<file path="src/rtl/simd_lane_unpack.sv">
// Purpose : buffers packed FOUR12 DSP48 sums (P + CARRYOUT) and serializes the
//           four lane sums into a saturated OUT_W-bit pixel stream.
// Latency : a word sampled on edge E0 into an empty block is presented as lane 0
//           after edge E2; one lane per cycle afterwards.
// Backpr. : the output holds while m_valid_o && !m_ready_i. The input cannot be
//           stalled, so s_afull_o asks upstream to gate CE. Words that arrive
//           while the FIFO is full are dropped and counted.
// Ports   : clk_i/rst_i (async active-high); s_valid_i/s_p_i/s_carry_i packed
//           input word; s_afull_o occupancy >= DEPTH-1; m_valid_o/m_ready_i/
//           m_data_o/m_lane_o/m_last_o/m_sat_o pixel stream; drop_cnt_o
//           saturating count of dropped words.
module simd_lane_unpack #(
   parameter int LANE_W = 12,
   parameter int OUT_W  = 8,
   parameter int DEPTH  = 4
) (
   input  logic                clk_i,
   input  logic                rst_i,
   input  logic                s_valid_i,
   input  logic [4*LANE_W-1:0] s_p_i,
   input  logic [3:0]          s_carry_i,
   output logic                s_afull_o,
   output logic                m_valid_o,
   input  logic                m_ready_i,
   output logic [OUT_W-1:0]    m_data_o,
   output logic [1:0]          m_lane_o,
   output logic                m_last_o,
   output logic                m_sat_o,
   output logic [15:0]         drop_cnt_o
);

   localparam int AW = $clog2(DEPTH);
   localparam int CW = $clog2(DEPTH + 1);

   typedef struct packed {
      logic [3:0]          carry;
      logic [4*LANE_W-1:0] p;
   } word_t;

   word_t             mem [DEPTH];
   word_t             head;
   logic [AW-1:0]     wr_ptr;
   logic [AW-1:0]     rd_ptr;
   logic [CW-1:0]     count;
   logic [CW-1:0]     count_nxt;
   logic              wr_q;
   logic [1:0]        lane_cnt;

   logic              full;
   logic              wr_en;
   logic              drop;
   logic              visible;
   logic              out_free;
   logic              load;
   logic              pop;

   logic [LANE_W-1:0] lane_sum;
   logic              lane_carry;
   logic [LANE_W:0]   lane_v;
   logic              lane_sat;
   logic [OUT_W-1:0]  lane_pix;

   // Full decision uses the pre-edge count: a pop on the same edge does not
   // make room for an arriving word.
   assign full  = (count == CW'(DEPTH));
   assign wr_en = s_valid_i && !full;
   assign drop  = s_valid_i && full;

   // The word written on the previous edge is not yet readable; it becomes
   // visible to the serializer one cycle later, giving the E0 -> E2 latency.
   // Only the newest entry can be that fresh word, so any older entry counts.
   assign visible  = (count > CW'(1)) || ((count == CW'(1)) && !wr_q);
   assign out_free = !m_valid_o || m_ready_i;
   assign load     = out_free && visible;
   assign pop      = load && (lane_cnt == 2'd3);

   always_comb begin
      count_nxt = count;
      if (wr_en && !pop) begin
         count_nxt = count + 1'b1;
      end else if (!wr_en && pop) begin
         count_nxt = count - 1'b1;
      end
   end

   // Lane extraction and saturation: {carry, sum} exceeds the pixel range
   // whenever any bit at or above OUT_W is set, so a carry always clips.
   assign head       = mem[rd_ptr];
   assign lane_sum   = head.p[lane_cnt*LANE_W +: LANE_W];
   assign lane_carry = head.carry[lane_cnt];
   assign lane_v     = {lane_carry, lane_sum};
   assign lane_sat   = |lane_v[LANE_W:OUT_W];
   assign lane_pix   = lane_sat ? '1 : lane_v[OUT_W-1:0];

   // Storage carries no reset; pointers and count define what is valid.
   always_ff @(posedge clk_i) begin
      if (wr_en) begin
         mem[wr_ptr] <= '{carry: s_carry_i, p: s_p_i};
      end
   end

   always_ff @(posedge clk_i or posedge rst_i) begin
      if (rst_i) begin
         wr_ptr     <= '0;
         rd_ptr     <= '0;
         count      <= '0;
         wr_q       <= 1'b0;
         s_afull_o  <= 1'b0;
         drop_cnt_o <= 16'd0;
         lane_cnt   <= 2'd0;
         m_valid_o  <= 1'b0;
         m_data_o   <= '0;
         m_lane_o   <= 2'd0;
         m_last_o   <= 1'b0;
         m_sat_o    <= 1'b0;
      end else begin
         count     <= count_nxt;
         wr_q      <= wr_en;
         s_afull_o <= (count_nxt >= CW'(DEPTH - 1));

         if (wr_en) begin
            wr_ptr <= wr_ptr + 1'b1;
         end
         if (drop && (drop_cnt_o != 16'hFFFF)) begin
            drop_cnt_o <= drop_cnt_o + 16'd1;
         end

         if (out_free) begin
            if (load) begin
               m_valid_o <= 1'b1;
               m_data_o  <= lane_pix;
               m_lane_o  <= lane_cnt;
               m_last_o  <= (lane_cnt == 2'd3);
               m_sat_o   <= lane_sat;
               lane_cnt  <= lane_cnt + 2'd1;
            end else begin
               m_valid_o <= 1'b0;
            end
         end
         if (pop) begin
            rd_ptr <= rd_ptr + 1'b1;
         end
      end
   end

endmodule

</file>
<file path="config.mk">
export PLATFORM = sky130hd
export DESIGN_NAME = simd_lane_unpack
export DESIGN_NICKNAME = d
export VERILOG_FILES = /design/src/rtl/simd_lane_unpack.sv
export SDC_FILE = /design/constraint.sdc
export NUM_CORES = 1
export LEC_CHECK = 0
export BUFFER_PORTS_ARGS = -buffer_cell sky130_fd_sc_hd__buf_2
export CORE_MARGIN = 2
export CORE_UTILIZATION = 60
export CTS_BUF_LIST = sky130_fd_sc_hd__clkbuf_4 sky130_fd_sc_hd__clkbuf_8
export CTS_CLUSTER_SIZE = 8
export DETAILED_ROUTE_END_ITERATION = 7
export PLACE_DENSITY = 0.84
export SLEW_MARGIN = 25
export SYNTH_ARGS = -nofsm -noshare
export SYNTH_HDL_FRONTEND = slang
export SYNTH_SLANG_ARGS = --single-unit
</file>
<file path="constraint.sdc">
create_clock -name clk_i -period 3.95 [get_ports clk_i]
set_clock_uncertainty 0.15 [all_clocks]
set_input_delay 0.5925 -clock clk_i [delete_from_list [all_inputs] [get_ports clk_i]]
set_output_delay 0.5925 -clock clk_i [all_outputs]
set_load 0.005 [all_outputs]
</file>
; Word level (Yosys, flattened, before mapping)
; Memories as Yosys holds them, arrays and structs flattened.
; Cells that the tools add are included.
[word_totals]
mem_bits_rw = 208
elab_cells = 53
input_bits = 56
reg_bits = 40
mem_count = 1
output_inout_bits = 30
[op_classes]
n_mul = 1
mux = 8
magnitude_cmp = 3
eq_ne = 4
shifts = 1
addsub = 6
reduce_logical = 17
[memory_table]
columns = memory, depth, width, rd, rd_clocked_by_memory_dff, write_ports, line
row1 = mem, 4, 52, 1, 0, 1, 40  ; word_t mem [DEPTH];
[op_table]
columns = operator, n
row1 = 48-bit by 7-bit variable part select with 12-bit output, 1
row2 = "16-bit by 1-bit adder with 16-bit output, second input constant", 1
row3 = "16-bit inequality test, second input constant", 1
row4 = 1-bit logical AND, 8
row5 = 8-bit two-way mux, 1
row6 = "2-bit by 1-bit adder with 2-bit output, second input constant", 3
row7 = 3-bit two-way mux, 2
row8 = 1-bit zero test, 5
row9 = 5-bit OR reduction, 1
row10 = "2-bit by 2-bit multiplier with 4-bit output, second input constant", 1
row11 = 1-bit two-way mux, 4
row12 = "3-bit by 1-bit adder with 3-bit output, second input constant", 1
row13 = "3-bit by 1-bit == test with 1-bit output, second input constant", 1
row14 = "3-bit == test, second input constant", 1
row15 = "3-bit by 2-bit greater-or-equal comparator with 1-bit output, second input constant", 1
row16 = "3-bit by 1-bit greater-than comparator with 1-bit output, second input constant", 1
row17 = "2-bit by 3-bit less-than comparator with 1-bit output, second input constant", 1
row18 = "3-bit by 1-bit subtractor with 3-bit output, second input constant", 1
row19 = 1-bit binary-select mux with 2-bit select, 1
row20 = "2-bit == test, second input constant", 1
row21 = 1-bit logical OR, 2
row22 = 2-bit AND reduction, 1

; Depth between registers and ports, before layout
; Gate-level depths: netlist (run 1).
[logic_depth]
word_depth = 9
depth_mapped = 8
ltp_nobuf = 8

; Worst setup path after synthesis (run 1)
; No wires, ideal clock.
[synth_path]
path_kind = reg-to-reg
start = reg count[0]
end = mem mem[0][0] (netlist name) (enable)
n_path_buf = 1
setup_ns = 0.415
stages_incl_launch_ff = 7
synth_period_minus_slack_ns = 3.107
arrival_ns = 2.542
setup_slack_ns = 0.843
required_ns = 3.385
path_cell_list = dfrtp_1 -> inv_1 -> ha_1 -> a21bo_2 -> inv_1 -> clkbuf_1 -> and2_1
[synth_via]
elab_chain_len = 5
[synth_rtl]
columns = element, line
row1 = "start, declared", 44  ; logic [CW-1:0] count;
row2 = "start signal, assigned", 117  ; count <= count_nxt;
row3 = 3-bit == test, 65  ; assign full = (count == CW'(DEPTH));
row4 = 1-bit zero test, 66  ; assign wr_en = s_valid_i && !full;
row5 = 1-bit logical AND, 66
row6 = via wr_en, 50  ; logic wr_en;
row7 = 1-bit two-way mux, 97  ; if (wr_en) begin
row8 = 1-bit two-way mux (implied by the code), 98  ; mem[wr_ptr] <= '{carry: s_carry_i, p: s_p_i};
row9 = "end, declared", 40
; The timed path passes the listed nets, and every way through them passes these cells.

; Worst setup path in the final report (run 1)
[layout_path]
start = reg count[0]
end = mem mem[0][21] (netlist name) (enable)
[layout_via]
elab_chain_len = 5
[layout_rtl]
columns = element, line
row1 = 3-bit == test, 65
row2 = 1-bit zero test, 66
row3 = 1-bit logical AND, 66
row4 = 1-bit two-way mux, 97
row5 = 1-bit two-way mux (implied by the code), 98
; No other way between the ends.

==> reports/summary.json, run 1 <==
{
  "placement": {
    "detailed_place_hpwl_mm": 11.01,
    "dp_slack_ns": 1.350,
    "placedCellCount": 798,
    "port-buffer-count": 85,
    "postPlaceCellArea_mm2": 0.01022,
    "final_gp_congestion": 0.8432
  },
  "floorplanning": {
    "num_io_pins": 86,
    "die_width_um": 130.4,
    "die_h_um": 130.4,
    "initial_core_util_pct": 60.74,
    "placement_rows": 46,
    "design.core.area_mm2": 0.01577,
    "dieArea_mm2": 0.01699
  },
  "cts": {
    "post_cts.resized_instances": 0,
    "max-clock-path-buffers": 3,
    "cts_tree": "yes",
    "worstSkewPairLatency_ns": 0.52,
    "ctsRootBufferMaster": "sky130_fd_sc_hd__clkbuf_8",
    "holdBufCountCts": 0,
    "tritoncts.num_buffers": 39,
    "cts_sinks": 248,
    "clkTransAtPathRegs_ns": 0.06,
    "clock_h_tree_levels": 2,
    "setup_buffers_after_cts": 0
  },
  "final_layout": {
    "stdcell_count": 859,
    "final_cell_area_mm2": 0.01094,
    "area_delta_synth_final_pct": 14.17,
    "final_layout_size_suffix_gt1_share_pct": 32.81,
    "nets": 689,
    "antenna_cells": 0
  },
  "worst_setup_path": {
    "crit_arrival_ns": 2.62,
    "timing.setup.critical_path_class": "flip-flop to flip-flop",
    "worst-endpoint-required_ns": 3.93,
    "regToRegSetupSlack_ns": 1.32,
    "reg2regPathDepth": 6,
    "most_repeated_library_cell_on_the_critical_path": "sky130_fd_sc_hd__inv_1",
    "critPathCaptureType": "flip-flop",
    "crit_path_max_fanout": 52,
    "worst_r2r_startpoint": "count[0]$_DFF_PP0_",
    "crit_path_start_kind": "flip-flop",
    "cp_slowest_stage_delay_ns": 0.56,
    "crit_path_buf_inv_count": 3,
    "cp_slowest_cell": "sky130_fd_sc_hd__buf_4",
    "reg2reg_to": "mem[0][21]$_DFFE_PP_",
    "path_delay_family": "buffers and inverters",
    "crit_chain": "inv_1, ha_1, a21bo_2, inv_1, and2_2, buf_4"
  },
  "drt": {
    "route.detailed.wl_per_inst_um": 20.49,
    "drt_iter0_drc": 426,
    "routed_via_density": 5.849,
    "overall_via_count_from_detail_route": 5024,
    "drc": 0,
    "drt-total-wl_mm": 17.60,
    "detailedRoute.firstPassIterationCount": 5,
    "final_antenna_net_count": 0
  },
  "global_routing": {
    "grt_start_max_net_pins": 53,
    "vias_in_the_first_global_route": 5152,
    "initial_antenna_violation_count": 0,
    "grt_first_pass_wirelength_mm": 27.00,
    "global_route_total_overflow": 0,
    "track_usage_pct": 21.45
  },
  "synth": {
    "synth.cell_area_mm2": 0.009579,
    "ranking_of_synthesized_cells_by_area": "sky130_fd_sc_hd__edfxtp_1, sky130_fd_sc_hd__dfrtp_1, sky130_fd_sc_hd__mux4_2, sky130_fd_sc_hd__a221oi_2, sky130_fd_sc_hd__ha_1",
    "synth_enable_flop_cells": 208,
    "syn_inst": 507,
    "synth.avg_cell_area_um2": 18.89,
    "synth_largest_type_area_fraction_pct": 65.20,
    "yosys_most_used_dff": "sky130_fd_sc_hd__edfxtp_1",
    "yosys.cell_types.count": 58,
    "synth_area_leader_cell": "sky130_fd_sc_hd__edfxtp_1",
    "ys_seq_elements": 248,
    "async_flop_share_pct": 16.13,
    "postSynthNetCount": 573,
    "yosysSeqAreaShare_pct": 75.65,
    "synth_warnings": 0
  },
  "sta": {
    "final_max_slew_viol_count": 0,
    "post-route-period-util_pct": 66.68,
    "rsz_0062_raised_after_global_routing": "false",
    "fin_ws_ns": 1.316,
    "finalHoldViolations": 0,
    "hold_slack_ns": 0.1104,
    "post-route-min-period_ns": 2.634,
    "timing.slew.headroom_pct": 39.77,
    "clock.fmax_mhz": 379.7,
    "setup_viol_count_final": 0,
    "fin_tns_setup_ns": 0,
    "slew_of_the_pin_with_the_lowest_slew_margin_ns": 0.9024
  },
  "pwr": {
    "highest_ir_drop_seen_on_vdd_uv": 374.6,
    "power.density_mw_per_mm2": 688.7,
    "static-leakage-power_nw": 3.927
  },
  "hold_path": {
    "hp-class": "primary input to asynchronous set/reset pin"
  },
  "status": {
    "run_status": "finished clean"
  },
  "flow_run": {
    "max_cap_viol_count": 0
  }
}
## synth_stat cells, types with 2 or more instances
cell type	count
sky130_fd_sc_hd__edfxtp_1	208
sky130_fd_sc_hd__dfrtp_1	40
sky130_fd_sc_hd__mux4_2	32
sky130_fd_sc_hd__nor2_1	29
sky130_fd_sc_hd__nand2_1	23
sky130_fd_sc_hd__inv_1	13
sky130_fd_sc_hd__xnor2_1	11
sky130_fd_sc_hd__a31oi_1	10
sky130_fd_sc_hd__ha_1	10
sky130_fd_sc_hd__nor4_1	10
sky130_fd_sc_hd__a221oi_2	9
sky130_fd_sc_hd__nand3_1	9
sky130_fd_sc_hd__xor2_1	9
sky130_fd_sc_hd__a22o_1	8
sky130_fd_sc_hd__and2_1	6
sky130_fd_sc_hd__buf_2	5
sky130_fd_sc_hd__clkbuf_1	5
sky130_fd_sc_hd__nor3_1	5
sky130_fd_sc_hd__o21ai_0	5
sky130_fd_sc_hd__a22oi_1	4
sky130_fd_sc_hd__buf_6	4
sky130_fd_sc_hd__nor4b_1	4
sky130_fd_sc_hd__and3_1	3
sky130_fd_sc_hd__nor2b_1	3
sky130_fd_sc_hd__nor4b_2	3
sky130_fd_sc_hd__o32ai_1	3
sky130_fd_sc_hd__buf_1	2
sky130_fd_sc_hd__nand2b_1	2
sky130_fd_sc_hd__o211ai_2	2
sky130_fd_sc_hd__or3_1	2
## sequential cells by signal (all words and copies together), names as in the netlist
signal / count
m_valid_o: 1
mem: 208
drop_cnt_o: 16
rd_ptr: 2
m_lane_o: 2
s_afull_o: 1
m_last_o: 1
wr_ptr: 2
count: 3
wr_q: 1
m_sat_o: 1
m_data_o: 8
lane_cnt: 2
## routing by layer
layer	vias up	part of all wire [%]	track usage [%]
li1	2251	-	-
met1	2544	40	27.82
met2	200	51	36.31
met3	29	7.0	4.920
met4	0	2.0	7.509
met5	-	0	0
## area by class of cell
| type | count | area (um2) |
|---|---|---|
| Clock buffer | 57 | 696.9 |
| Clock inverter | 4 | 16.27 |
| Fill cell | 1003 | 4833 |
| Inverter | 13 | 48.80 |
| Multi-Input combinational cell | 227 | 2151 |
| Sequential cell | 248 | 7248 |
| Tap cell | 216 | 270.3 |
| Timing Repair Buffer | 94 | 505.5 |
## layout by cell type (no fill, tap or decap), types with 9 or more instances in the layout
cell,netlist,final
sky130_fd_sc_hd__edfxtp_1,208,208
sky130_fd_sc_hd__buf_2,5,85
sky130_fd_sc_hd__clkbuf_8,1,43
sky130_fd_sc_hd__dfrtp_1,40,39
sky130_fd_sc_hd__mux4_2,32,32
sky130_fd_sc_hd__nor2_1,29,29
sky130_fd_sc_hd__nand2_1,23,23
sky130_fd_sc_hd__clkbuf_4,0,14
sky130_fd_sc_hd__inv_1,13,13
sky130_fd_sc_hd__xnor2_1,11,11
sky130_fd_sc_hd__nor4_1,10,10
sky130_fd_sc_hd__a31oi_1,10,10
sky130_fd_sc_hd__ha_1,10,10
sky130_fd_sc_hd__a221oi_2,9,9
sky130_fd_sc_hd__nand3_1,9,9
sky130_fd_sc_hd__xor2_1,9,9
## kinds of logic after synthesis
kind of cell / Yosys count / share of synthesized area, %
DFF: 248 / 75.65
and+or+nand+nor: 107 / 6.178
AOI/OAI and AO/OA: 57 / 5.447
muxes: 33 / 7.641
buffers and inverters: 32 / 1.946
xor gates and xnor gates: 20 / 1.829
adders and majority gates: 10 / 1.306
## worst max path at each step
stage | startpoint | to | slack [ns] | depth (start not counted)
global route | count[0]$_DFF_PP0_ | mem[3][33]$_DFFE_PP_ | 1.15 | 6
floorplan | count[0]$_DFF_PP0_ | mem[0][0]$_DFFE_PP_ | 0.84 | 6
CTS | count[0]$_DFF_PP0_ | mem[1][21]$_DFFE_PP_ | 1.34 | 6
global placement | count[0]$_DFF_PP0_ | mem[0][4]$_DFFE_PP_ | 1.46 | 6
finish | count[0]$_DFF_PP0_ | mem[0][21]$_DFFE_PP_ | 1.32 | 6
detailed placement | count[0]$_DFF_PP0_ | mem[2][28]$_DFFE_PP_ | 1.35 | 6
## power by group
| part | leakage (nW) | internal [mW] | switching [mW] |
|---|---|---|---|
| logic | 1.18 | 0.809 | 1.07 |
| registers | 2.37 | 3.42 | 0.247 |
| clock network | 0.382 | 1.11 | 0.880 |
| total | 3.93 | 5.34 | 2.19 |
## per-stage QoR
stage | power, mW | util, %
3_5_place_dp | 5.618 | 64.83
5_1_grt | 7.911 | 69.35
6_report | 7.532 | 69.35
2_1_floorplan | 5.093 | -
3_3_place_gp | 5.496 | 64.83
4_1_cts | 7.623 | 69.35
(Power assumes the default switching activity.)
==> run 2, diff against run 1 <==
- clock period: 3.95 -> 2.5 ns (I/O delays scaled with it)
==> run 2 against run 1 <==
Effect of this change:
- global-route usage is 3.0 points higher
- setup slack worse by 1.2 ns
- sequential cell count stayed put
- sequential power is 59% higher
- non-clock buffer count is 61 higher
- via count is 6.8% higher
- sequential share of layout area is 4.1 points lower
- register-to-register slack worse by 1.2 ns
- die area stayed put
- worst hold slack better by 0.11 ns
- clock power is 62% higher
- final cell count is 7.3% higher
- largest cell class unchanged
==> reports/summary.json, run 2 (synthesis results as in run 1) <==
{
  "worst_setup_path": {
    "cp_slowest_stage_delay": {"value": 0.42, "unit": "ns", "change": "was 0.56 ns"},
    "cp_slowest_cell": {"value": "sky130_fd_sc_hd__dfrtp_1", "change": "was sky130_fd_sc_hd__buf_4"},
    "worst_r2r_startpoint": {"value": "count[0]$_DFF_PP0_", "change": "unchanged"},
    "worst-endpoint-required": {"value": 2.53, "unit": "ns", "change": "was 3.93 ns"},
    "crit_path_max_fanout": {"value": 52, "change": "unchanged"},
    "crit_path_start_kind": {"value": "flip-flop", "change": "unchanged"},
    "crit_path_start": {"value": "count[0]$_DFF_PP0_", "change": "unchanged"},
    "crit_chain": {"value": "inv_1, ha_1, a21bo_2, inv_1, and2_2, buf_12", "change": "was inv_1, ha_1, a21bo_2, inv_1, and2_2, buf_4"},
    "timing.setup.critical_path_class": {"value": "flip-flop to flip-flop", "change": "unchanged"},
    "critPathCaptureType": {"value": "flip-flop", "change": "unchanged"},
    "crit_arrival": {"value": 2.42, "unit": "ns", "change": "was 2.62 ns"},
    "most_repeated_library_cell_on_the_critical_path": {"value": "sky130_fd_sc_hd__inv_1", "change": "unchanged"}
  },
  "sta": {
    "slew_of_the_pin_with_the_lowest_slew_margin": {"value": 0.5237, "unit": "ns", "change": "was 0.9024 ns"},
    "clock.fmax": {"value": 420.0, "unit": "MHz", "change": "was 379.7 MHz"},
    "timing.slew.headroom": {"value": 65.09, "unit": "%", "change": "was 39.77%"},
    "post-route-period-util": {"value": 95.25, "unit": "%", "change": "was 66.68%"},
    "finalHoldViolations": {"value": 0, "change": "unchanged"},
    "post-route-min-period": {"value": 2.381, "unit": "ns", "change": "was 2.634 ns"},
    "final_max_slew_viol_count": {"value": 0, "change": "unchanged"},
    "setup_viol_count_final": {"value": 0, "change": "unchanged"},
    "rsz_0062_raised_after_global_routing": {"value": "false", "change": "unchanged"}
  },
  "pwr": {
    "design_power_total": {"value": 12.40, "unit": "mW", "change": "was 7.532 mW"},
    "net-switching-power": {"value": 3.748, "unit": "mW", "change": "was 2.194 mW"},
    "p_int": {"value": 8.655, "unit": "mW", "change": "was 5.339 mW"},
    "static-leakage-power": {"value": 4.219, "unit": "nW", "change": "was 3.927 nW"},
    "switching_share": {"value": 30.22, "unit": "%", "change": "was 29.12%"},
    "power.sequential.fraction": {"value": 46.9, "unit": "%", "change": "was 48.6%"},
    "clockPowerShare": {"value": 25.9, "unit": "%", "change": "was 26.5%"},
    "power.density": {"value": 1064, "unit": "mW/mm2", "change": "was 688.7 mW/mm2"},
    "highest_ir_drop_seen_on_vdd": {"value": 613.8, "unit": "uV", "change": "was 374.6 uV"},
    "part_of_the_power_in_combinational_logic": {"value": 27.2, "unit": "%", "change": "was 24.9%"}
  },
  "flow_run": {
    "max_cap_viol_count": {"value": 0, "change": "unchanged"}
  },
  "placement": {
    "port-buffer-count": {"value": 85, "change": "unchanged"},
    "final_gp_congestion": {"value": 0.8495, "change": "was 0.8432"},
    "detailed_place_hpwl": {"value": 11.66, "unit": "mm", "change": "was 11.01 mm"},
    "placedCellCount": {"value": 806, "change": "was 798"}
  },
  "global_routing": {
    "busiest_layer": {"value": "met2", "change": "unchanged"},
    "grt_first_pass_wirelength": {"value": 30.78, "unit": "mm", "change": "was 27.00 mm"},
    "global_route_total_overflow": {"value": 0, "change": "unchanged"},
    "grt_use_met3": {"value": 4.879, "unit": "%", "change": "was 4.920%"},
    "initial_antenna_violation_count": {"value": 0, "change": "unchanged"},
    "vias_in_the_first_global_route": {"value": 5771, "change": "was 5152"},
    "track_usage": {"value": 24.50, "unit": "%", "change": "was 21.45%"},
    "grt_start_max_net_pins": {"value": 53, "change": "unchanged"},
    "groute.layer.met1.usage": {"value": 31.75, "unit": "%", "change": "was 27.82%"},
    "global_route.usage.met2": {"value": 41.64, "unit": "%", "change": "was 36.31%"}
  },
  "cts": {
    "setup_buffers_after_cts": {"value": 0, "change": "unchanged"},
    "ctsRootBufferMaster": {"value": "sky130_fd_sc_hd__clkbuf_8", "change": "unchanged"},
    "cts_tree": {"value": "yes", "change": "unchanged"},
    "tritoncts.num_buffers": {"value": 39, "change": "unchanged"},
    "max-clock-path-buffers": {"value": 3, "change": "unchanged"},
    "clkTransAtPathRegs": {"value": 0.06, "unit": "ns", "change": "about the same"},
    "worstSkewPairLatency": {"value": 0.53, "unit": "ns", "change": "was 0.52 ns"},
    "cts_sinks": {"value": 248, "change": "unchanged"},
    "clock_h_tree_levels": {"value": 2, "change": "unchanged"}
  },
  "drt": {
    "drt_iter0_drc": {"value": 539, "change": "was 426"},
    "detailedRoute.firstPassIterationCount": {"value": 5, "change": "unchanged"},
    "final_antenna_net_count": {"value": 0, "change": "unchanged"},
    "drt-total-wl": {"value": 20.01, "unit": "mm", "change": "was 17.60 mm"},
    "drc": {"value": 0, "change": "unchanged"},
    "overall_via_count_from_detail_route": {"value": 5366, "change": "was 5024"},
    "route.detailed.wl_per_inst": {"value": 21.70, "unit": "um", "change": "was 20.49 um"},
    "routed_via_density": {"value": 5.820, "change": "was 5.849"}
  },
  "final_layout": {
    "final_layout_size_suffix_gt1_share": {"value": 31.30, "unit": "%", "change": "was 32.81%"},
    "area_delta_synth_final": {"value": 21.73, "unit": "%", "change": "was 14.17%"},
    "stdcell_count": {"value": 922, "change": "was 859"},
    "antenna_cells": {"value": 0, "change": "unchanged"},
    "largest_register_ffs": {"value": 208, "change": "unchanged"},
    "nFillCells": {"value": 912, "change": "was 1003"},
    "layout.core_utilization": {"value": 73.94, "unit": "%", "change": "was 69.35%"},
    "largest_registers": {"value": "mem (208), drop_cnt_o (16), m_data_o (8)", "change": "unchanged"},
    "mostFrequentLayoutCells": {"value": "sky130_fd_sc_hd__edfxtp_1, sky130_fd_sc_hd__buf_2, sky130_fd_sc_hd__dlygate4sd3_1", "change": "was sky130_fd_sc_hd__edfxtp_1, sky130_fd_sc_hd__buf_2, sky130_fd_sc_hd__clkbuf_8"},
    "largest-register": {"value": "mem", "change": "unchanged"},
    "layout.cells.most_common": {"value": "sky130_fd_sc_hd__edfxtp_1", "change": "unchanged"},
    "nets": {"value": 750, "change": "was 689"}
  },
  "hold_path": {
    "hp-class": {"value": "primary input to flip-flop", "change": "was primary input to asynchronous set/reset pin"},
    "hp-start": "m_ready_i"
  },
  "floorplanning": {
    "die_h": {"value": 130.4, "unit": "um", "change": "unchanged"},
    "num_io_pins": {"value": 86, "change": "unchanged"},
    "placement_rows": {"value": 46, "change": "unchanged"},
    "dieArea": {"value": 0.01699, "unit": "mm2", "change": "unchanged"},
    "initial_core_util": {"value": 60.74, "unit": "%", "change": "unchanged"},
    "die_width": {"value": 130.4, "unit": "um", "change": "unchanged"},
    "design.core.area": {"value": 0.01577, "unit": "mm2", "change": "unchanged"}
  },
  "status": {
    "run_status": {"value": "finished clean", "change": "unchanged"}
  }
}
-- run 2: changes by cell type in the layout (fill, tap and decap cells not counted), moves of 2 or more --
cell	before	now
sky130_fd_sc_hd__clkinv_1	3	5
sky130_fd_sc_hd__buf_12	1	10
sky130_fd_sc_hd__dlygate4sd3_1	0	53
sky130_fd_sc_hd__clkbuf_8	43	41
-- run 2: power groups by stage --
stage | clock network, mW | registers (mW) | logic, mW
3_5_place_dp | 0 | 5.87 | 3.27
5_1_grt | 3.43 | 5.89 | 3.64
2_1_floorplan | 0 | 5.70 | 2.33
3_3_place_gp | 0 | 5.80 | 3.14
4_1_cts | 3.22 | 5.79 | 3.34
6_report | 3.22 | 5.81 | 3.37
-- run 2: routing by layer --
metal	wire [um]	share of wire, %
met5	0	0
met4	546	2.7
met3	1296	6.5
met2	10300	51
met1	7863	39
-- run 2: repair_timing --
action | CTS | global route
gates resized for setup | 0 | 4
endpoints found under the hold margin | 248 | 0
hold buffers | 53 | 0
endpoints found under the setup margin | 0 | 52
-- run 2: layout make-up --
cell class,count,area (um2),share of cell area [%]
repair buffers,155,1209,10.36
clock inverters,7,35.03,0.3004
multi-input cells,227,2173,18.64
flip-flops and latches,248,7248,62.16
well taps,216,270.3,2.318
clock buffers,56,676.9,5.805
inverters,13,48.80,0.4185
-- run 2: critical path, delay by kind of cell (launching register included) --
family / cells / cell delay [ns]
AO/OA/AOI/OAI: 1 / 0.27
buffers and inverters: 3 / 0.72
flip-flops: 1 / 0.42
adder cells (fa/ha/maj): 1 / 0.22
AND/OR/NAND/NOR: 1 / 0.25
-- run 2: worst paths after layout --
check	to	slack [ns]	cells after the start
max	mem[1][1]$_DFFE_PP_	0.12	6
min	m_valid_o$_DFFE_PP0P_	0.22	3
max reg2reg	mem[1][1]$_DFFE_PP_	0.12	6
min reg2reg	drop_cnt_o[6]$_DFFE_PP0P_	0.34	1
max in group asynchronous	rd_ptr[0]$_DFFE_PP0P_	1.44	4
min in group asynchronous	drop_cnt_o[12]$_DFFE_PP0P_	0.37	4
-- run 2: per-stage QoR --
step	cell area [um2]	setup slack [ns]	TNS, ns	hold WS [ns]
3_3_place_gp	10400	-0.01134	-0.01134	0.3205
4_1_cts	11640	0.07459	0	0.2002
5_1_grt	11660	0.003615	0	0.2624
2_1_floorplan	9584	-0.05315	-11.06	0.3204
6_report	11660	0.1188	0	0.2237
3_5_place_dp	10400	0.1015	0	0.3359
